`config.mk`:
```
export PLATFORM = sky130hd
export DESIGN_NAME = load_unit
export DESIGN_NICKNAME = d
export VERILOG_FILES = /design/src/rtl/load_pkg.sv /design/src/rtl/load_align.sv /design/src/rtl/load_unit.sv
export SDC_FILE = /design/constraint.sdc
export NUM_CORES = 1
export LEC_CHECK = 0
export CORE_MARGIN = 2
export CORE_UTILIZATION = 44
export CTS_CLUSTER_DIAMETER = 80
export DETAILED_ROUTE_END_ITERATION = 12
export PLACE_DENSITY_LB_ADDON = 0.05
export REMOVE_ABC_BUFFERS = 1
export SYNTH_ARGS = -nofsm -noshare
export SYNTH_HDL_FRONTEND = slang
export SYNTH_SLANG_ARGS = --single-unit
export TNS_END_PERCENT = 10
```
`constraint.sdc`:
```
create_clock -name clk -period 2.7 [get_ports clk]
set_input_delay 0.675 -clock clk [delete_from_list [all_inputs] [get_ports clk]]
set_output_delay 0.675 -clock clk [all_outputs]
set_load 0.03 [all_outputs]
```
`src/rtl/load_pkg.sv`:
```
// Shared types for the load path: RV64I load encodings, FSM states and alignment helpers.
package load_pkg;

    localparam int DWORD_BYTES = 8;
    localparam int OFF_W       = $clog2(DWORD_BYTES);

    typedef enum logic [2:0] {
        LB  = 3'd0,
        LH  = 3'd1,
        LW  = 3'd2,
        LD  = 3'd3,
        LBU = 3'd4,
        LHU = 3'd5,
        LWU = 3'd6,
        LIL = 3'd7
    } load_type_e;

    typedef enum logic [1:0] {
        IDLE = 2'd0,
        WAIT = 2'd1,
        DONE = 2'd2
    } load_state_e;

    // True when the request can never reach memory: illegal code or natural-alignment violation.
    function automatic logic bad_req(input load_type_e t, input logic [OFF_W-1:0] off);
        case (t)
            LH, LHU: bad_req = off[0];
            LW, LWU: bad_req = |off[1:0];
            LD:      bad_req = |off;
            LIL:     bad_req = 1'b1;
            default: bad_req = 1'b0;
        endcase
    endfunction

endpackage

```
`src/rtl/load_align.sv`:
```
// Picks the addressed byte/half/word/dword out of a doubleword and sign- or zero-extends it.
module load_align
    import load_pkg::*;
(
    input  logic [63:0]      data,
    input  logic [OFF_W-1:0] offset,
    input  load_type_e       ltype,
    output logic [63:0]      value
);

    logic [63:0] sh;

    always_comb begin
        sh = data >> {offset, 3'b000};
        case (ltype)
            LB:      value = {{56{sh[7]}},  sh[7:0]};
            LH:      value = {{48{sh[15]}}, sh[15:0]};
            LW:      value = {{32{sh[31]}}, sh[31:0]};
            LBU:     value = {56'd0, sh[7:0]};
            LHU:     value = {48'd0, sh[15:0]};
            LWU:     value = {32'd0, sh[31:0]};
            default: value = sh;
        endcase
    end

endmodule

```
`src/rtl/load_unit.sv`:
```
// Load FSM: issues an aligned doubleword read, extracts/extends the addressed data,
// and reports misaligned, illegal-type and timeout errors with a one-cycle done pulse.
module load_unit
    import load_pkg::*;
#(
    parameter int TIMEOUT = 255
) (
    input  logic        clk,
    input  logic        reset_n,
    input  logic        start,
    input  logic [2:0]  funct3,
    input  logic [63:0] addr,
    input  logic [63:0] mem_rdata,
    input  logic        mem_rvalid,
    output logic        mem_req,
    output logic [63:0] mem_addr,
    output logic        busy,
    output logic        done,
    output logic        err,
    output logic [63:0] result
);

    localparam int CW = $clog2(TIMEOUT + 1);

    load_state_e      state;
    load_type_e       ltype;
    logic [OFF_W-1:0] off;
    logic [CW-1:0]    cnt;
    logic [63:0]      ext;

    load_align u_align (
        .data   (mem_rdata),
        .offset (off),
        .ltype  (ltype),
        .value  (ext)
    );

    // Status outputs decode straight from state so async reset drops them at once.
    assign mem_req = (state == WAIT);
    assign busy    = (state != IDLE);
    assign done    = (state == DONE);

    always_ff @(posedge clk or negedge reset_n) begin
        if (!reset_n) begin
            state    <= IDLE;
            ltype    <= LB;
            off      <= '0;
            mem_addr <= '0;
            cnt      <= '0;
            err      <= 1'b0;
            result   <= '0;
        end else begin
            case (state)
                IDLE: if (start) begin
                    ltype    <= load_type_e'(funct3);
                    off      <= addr[OFF_W-1:0];
                    mem_addr <= {addr[63:OFF_W], {OFF_W{1'b0}}};
                    cnt      <= '0;
                    if (bad_req(load_type_e'(funct3), addr[OFF_W-1:0])) begin
                        err    <= 1'b1;
                        result <= '0;
                        state  <= DONE;
                    end else begin
                        state  <= WAIT;
                    end
                end
                // Data arriving on the timeout cycle still wins.
                WAIT: if (mem_rvalid) begin
                    result <= ext;
                    err    <= 1'b0;
                    state  <= DONE;
                end else if (cnt == CW'(TIMEOUT)) begin
                    result <= '0;
                    err    <= 1'b1;
                    state  <= DONE;
                end else begin
                    cnt <= cnt + 1'b1;
                end
                DONE:    state <= IDLE;
                default: state <= IDLE;
            endcase
        end
    end

endmodule
```
==> results of run 1 <==
worst max-delay path: stages, from the launching register on:
cell	delay (ps)
dfrtp_1	480
nor2_1	250
inv_1	60
clkdlybuf4s50_1	590
worst paths after layout:
check	to	slack (ps)
max in group asynchronous	mem_addr[26]	1900
hold reg to reg	mem_addr[63]	470
setup reg to reg	result[61]	460
min in group clk	mem_addr[63]	470
setup / recovery	busy	230
hold / removal	result[50]	150
synth_stat cells (10+ instances only):
library cell / n / area share
nand2_1: 257 / 0.13
dfrtp_1: 142 / 0.47
o21ai_0: 44 / 0.029
a21oi_1: 38 / 0.025
mux2i_1: 37 / 0.049
clkbuf_1: 32 / 0.016
nor2_1: 28 / 0.014
a211o_1: 16 / 0.018
o22ai_1: 16 / 0.013
o31ai_2: 15 / 0.025
mux4_2: 14 / 0.042
mux2_2: 13 / 0.019
buf_2: 12 / 0.0079
nand3_1: 12 / 0.0079
nor2b_1: 12 / 0.0099
buf_6: 11 / 0.016
nand2b_1: 10 / 0.0083
per-stage QoR:
step | setup TNS [ps] | cells
3_5_place_dp | -43.4 | 1248
2_1_floorplan | -110120 | 740
6_report | 0 | 1278
3_3_place_gp | 0 | 1248
5_1_grt | 0 | 1278
4_1_cts | 0 | 1278
metal layers:
layer	track usage	up-vias	routed length (um)
met5	0	-	0
met4	0.0914	0	559
met3	0.0827	39	2300
met2	0.426	294	11100
met1	0.327	3293	9380
li1	-	3276	-
kinds of logic after synthesis:
family,Yosys count,synth area share
AO/OA/AOI/OAI,180,0.175
XOR/XNOR,4,0.00462
adder cells (fa/ha/maj),1,0.00165
buffers and inverters,72,0.0505
flip-flops,142,0.469
multiplexers,66,0.113
other,1,0.000495
AND/OR/NAND/NOR,338,0.186
flip-flops by register name, indices dropped and copies added (netlist names):
signal / flops
ltype: 3
cnt: 8
result: 64
off: 3
err: 1
state: 2
mem_addr: 61
cell type report:
cell class	count	area, sq um	share of cell area
clock buffers	20	457	0.0416
clock inverters	10	92.6	0.00844
inverters	6	22.5	0.00205
multi-input cells	592	3660	0.334
flip-flops and latches	142	3560	0.324
well taps	220	275	0.0251
repair buffers	288	2910	0.265
where the power goes:
group	total (mW)	switching, mW	internal (mW)
sequential	3.24	0.456	2.78
combinational	5.52	3.24	2.28
clock	2.20	0.899	1.30
placed cells by master (no fill, tap or decap), drive strengths merged, types with 10 or more instances in the layout:
cell type,netlist,final
dfrtp,142,142
clkdlybuf4s50,0,261
clkbuf,32,20
nor2b,12,12
buf,34,26
a211o,16,16
mux2i,37,37
o22ai,18,18
nand2b,10,10
nand2,257,257
nor2,28,28
o31ai,18,18
mux2,15,15
nand3,12,12
mux4,14,14
a21oi,38,38
o21ai,51,51
==> impl_metrics.tcl, run 1 <==
set metrics [dict create \
    outcome "finished, final reports clean" \
    die_y_um 135 \
    die_w_um 135 \
    cts_tree "built" \
    crit_path_end_kind "output port" \
    max_cap_violations 0 \
    clk_pin_slew_ps 60 \
    power.total_mw 11.0 \
    arrival_ps 1800 \
    ys_warn_count 0 \
    avgSynthCellArea_sq_um 9.43 \
    dpl.hpwl_um 16000 \
    critical_path_required_ps 2030 \
    grt_max_degree 73 \
    min_period_over_period 0.916 \
    grt_pass1_vias 7091 \
    final_nets 1183 \
    setup_slack_ps 226 \
    cts_hold_buffers 0 \
    grt_antenna_before_repair 0 \
    cts_buffer_depth 2 \
    clk_latency_ps 420 \
    core_area_sq_um 16700 \
    hp-class "input pin to async pin" \
    vias 6902 \
    clock_sinks 142 \
    setup_viol 0 \
    place.gp.congestion 0.853 \
    hold_viol_final 0 \
    drcViolationCount 0 \
    power_density_nw_per_um2 999 \
    cts_buffers 17 \
    ir_worst_vdd_v 0.000623 \
    antennaDiodeCount 0 \
    io_pins 267 \
    drt_pass1_iterations 5 \
    wirelength_um 23300 \
    cts_setup_buffers 0 \
    drt_iter0_markers 523 \
    leakagePower_nw 4.89 \
    wire_per_inst_um 18.2 \
    dp_slack_ps -9.70 \
    worstReg2RegStart "off[2]" \
    syn-cell-area_sq_um 7580 \
    syn_inst 804 \
    skew_ps 8.19 \
    finish.instance_area_sq_um 11000 \
    utilization 0.657 \
    reg2regPathDepth 5 \
    syn_to_final_growth_pct 44.8 \
    startpoint_type "flip-flop" \
    clockRootBuffer "clkbuf_16" \
    h-tree-depth 4 \
    startpoint "state[0]" \
    hold_ws_ps 151 \
    viasPerCell 5.40 \
    timing.fmax_ghz 0.404 \
    drive_above_1_share 0.112 \
    port-buffer-count 263 \
    synth_seq_cells 142 \
    n_fill_cell 1413 \
    grt_overflow 0 \
    slew_violations 0 \
    synthArstFlopShare 1.00 \
    grt_pass1_wl_um 37200 \
    ant_nets 0 \
    fp-row-count 47 \
    rsz0062_at_grt "false" \
    synth_flop_cell "dfrtp_1" \
    crit_type "flip-flop to output port" \
    ys_seq_area_frac 0.469 \
    worst_pin_slew_ps 776 \
    relSlewSlack 0.481 \
    cts_resized 1 \
    dpl_cell_area_sq_um 10400 \
    worstPathMaxFanout 9 \
    synth_edf_count 0 \
    post-route-min-period_ps 2470 \
    grtUsageTotal 0.260 \
    start_util 0.454 \
    synth_cell_types 58 \
    die_area_sq_um 18300 \
]
Power figures use the tool's default switching activity.
==> run 2, diff against run 1 <==
--- a/config.mk
+++ b/config.mk
@@ -6,7 +6,8 @@
 export NUM_CORES = 1
 export LEC_CHECK = 0
 export CORE_MARGIN = 2
-export CORE_UTILIZATION = 44
+export CORE_UTILIZATION = 35
+export CTS_BUF_LIST = sky130_fd_sc_hd__clkbuf_2 sky130_fd_sc_hd__clkbuf_4 sky130_fd_sc_hd__clkbuf_8
 export CTS_CLUSTER_DIAMETER = 80
 export DETAILED_ROUTE_END_ITERATION = 12
 export PLACE_DENSITY_LB_ADDON = 0.05
==> run 2 against run 1 <==
Critical path depth decreased by 1. Wire length rose by 8.2%. Count of clock-buffer cells in the layout unchanged. Via count shrank 1.2%. Critical path type unchanged. Setup slack lost 11 ps. Combinational power grew 1%. Cell area decreased by 0.46%. Clock skew up 6.7 ps. Register-to-register slack hardly changed. Sequential share of layout area rose by 0.15 points. Die area increased by 25%.
==> impl_metrics.tcl, run 2 (same netlist as run 1, synthesis figures left out) <==
set metrics [dict create \
    arrival_ps 1810 \
    fp-row-count 53 \
    die_w_um 151 \
    drt_iter0_markers 403 \
    largest_register "result" \
    clk_pin_slew_ps 80 \
    ir_worst_vdd_v 0.000407 \
    most-common-layout-cells "261 x clkdlybuf4s50_1, 256 x nand2_1, 139 x dfrtp_1" \
    cts_hold_buffers 0 \
    dp.cells 1309 \
    wirelength_um 25200 \
    leakagePower_nw 4.85 \
    grt_antenna_before_repair 0 \
    die_y_um 151 \
    grt_overflow 0 \
    clock_sinks 142 \
    cts_tree "built" \
    core_area_sq_um 21200 \
    antennaDiodeCount 0 \
    drive_above_1_share 0.118 \
    port-buffer-count 263 \
    stdcell_count 1339 \
    h-tree-depth 4 \
    grt_pass1_vias 6807 \
    hp-class "input pin to async pin" \
    startpoint_type "flip-flop" \
    drcViolationCount 0 \
    skew_ps 14.9 \
    outcome "finished, final reports clean" \
    final_nets 1189 \
    crit_path_end_kind "output port" \
    syn_to_final_growth_pct 44.1 \
    grtUsageTotal 0.226 \
    mostFrequentLayoutCell "clkdlybuf4s50_1" \
    vias 6818 \
    utilization 0.516 \
    clk_latency_ps 450 \
    hold_viol_final 0 \
    largest_register_ffs 64 \
    die_area_sq_um 22900 \
    hold_ws_ps 200 \
    setup_viol 0 \
    power_density_nw_per_um2 966 \
    grt_pass1_wl_um 39000 \
    largest_registers "result (64), mem_addr (61), cnt (8)" \
    drt_pass1_iterations 5 \
    timing.fmax_ghz 0.402 \
    slew_violations 0 \
    cts_buffer_depth 2 \
    post-route-min-period_ps 2480 \
    worstPathMaxFanout 8 \
    io_pins 267 \
    crit_type "flip-flop to output port" \
    min_period_over_period 0.920 \
    dp_slack_ps 26.1 \
    rsz0062_at_grt "false" \
    max_cap_violations 0 \
    ant_nets 0 \
    dpl.hpwl_um 17600 \
    r2r_slack_ps 450 \
    clockRootBuffer "clkbuf_8" \
    place.gp.congestion 0.857 \
    setup_slack_ps 215 \
    worst_pin_slew_ps 788 \
    cts_buffers 17 \
    viasPerCell 5.09 \
    grt_max_degree 73 \
    wire_per_inst_um 18.8 \
    relSlewSlack 0.474 \
    critical_path_required_ps 2030 \
    start_util 0.358 \
]
[run 2: cell types whose count changed in the layout (fill, tap and decap cells not counted)]
cell        change
clkbuf_1        -1
buf_4           +6
clkinv_4        +1
clkbuf_4        +1
clkbuf_16      -17
bufinv_16       +1
clkinvlp_4      -2
clkbuf_8       +17
[run 2: worst paths after layout]
kind,start,to,cells past startpoint
worst max-delay path,state[1],done,2
worst min-delay path,reset_n,mem_addr[26],1
worst max register to register,off[0],result[29],7
worst min register to register,mem_addr[47],mem_addr[47],2
max in group asynchronous,reset_n,result[29],2
min in group clk,mem_addr[47],mem_addr[47],2
[run 2: power by group]
| group | switching, mW | leakage (nW) | internal [mW] | total, mW |
|---|---|---|---|---|
| Sequential | 0.481 | 1.84 | 2.78 | 3.26 |
| Clock | 0.833 | 0.194 | 0.868 | 1.70 |
| Combinational | 3.29 | 2.82 | 2.31 | 5.60 |
| Total | 4.60 | 4.85 | 5.95 | 10.6 |
[run 2: final cells by class]
class | count | area [sq um]
inverter | 6 | 22.5
fill | 1996 | 10200
clock inverter | 10 | 116
sequential | 142 | 3560
clock buffer | 20 | 269
tap | 275 | 344
multi-input combinational | 592 | 3660
timing repair buffer | 294 | 2950
[run 2: worst max-delay path, cell delays in order, from the launching register on]
cell             delay [ps]
dfrtp_1                 510
nor2b_1                 180
clkdlybuf4s50_1         680
[run 2: layer usage]
metal / track usage / wire [um] / up-vias
met5: 0 / 0 / -
met4: 0.0565 / 338 / 0
met3: 0.0765 / 2340 / 25
met2: 0.359 / 11600 / 246
met1: 0.296 / 11000 / 3263
li1: - / - / 3284
[run 2: what timing repair did]
action                                  4_1_cts  5_1_grt
buffers inserted                              0        0
endpoints found under the hold margin         0        0
endpoints found under the setup margin        1        0
resized for setup                             1        0
[run 2: metrics by stage]
stage	TNS [ps]	power, mW	instance area (sq um)
after floorplan	-110120	6.40	7230
after global placement	0	8.90	10500
after detailed placement	0	8.92	10500
after CTS	0	10.7	10900
after global routing	0	11.2	10900
final	0	10.6	10900
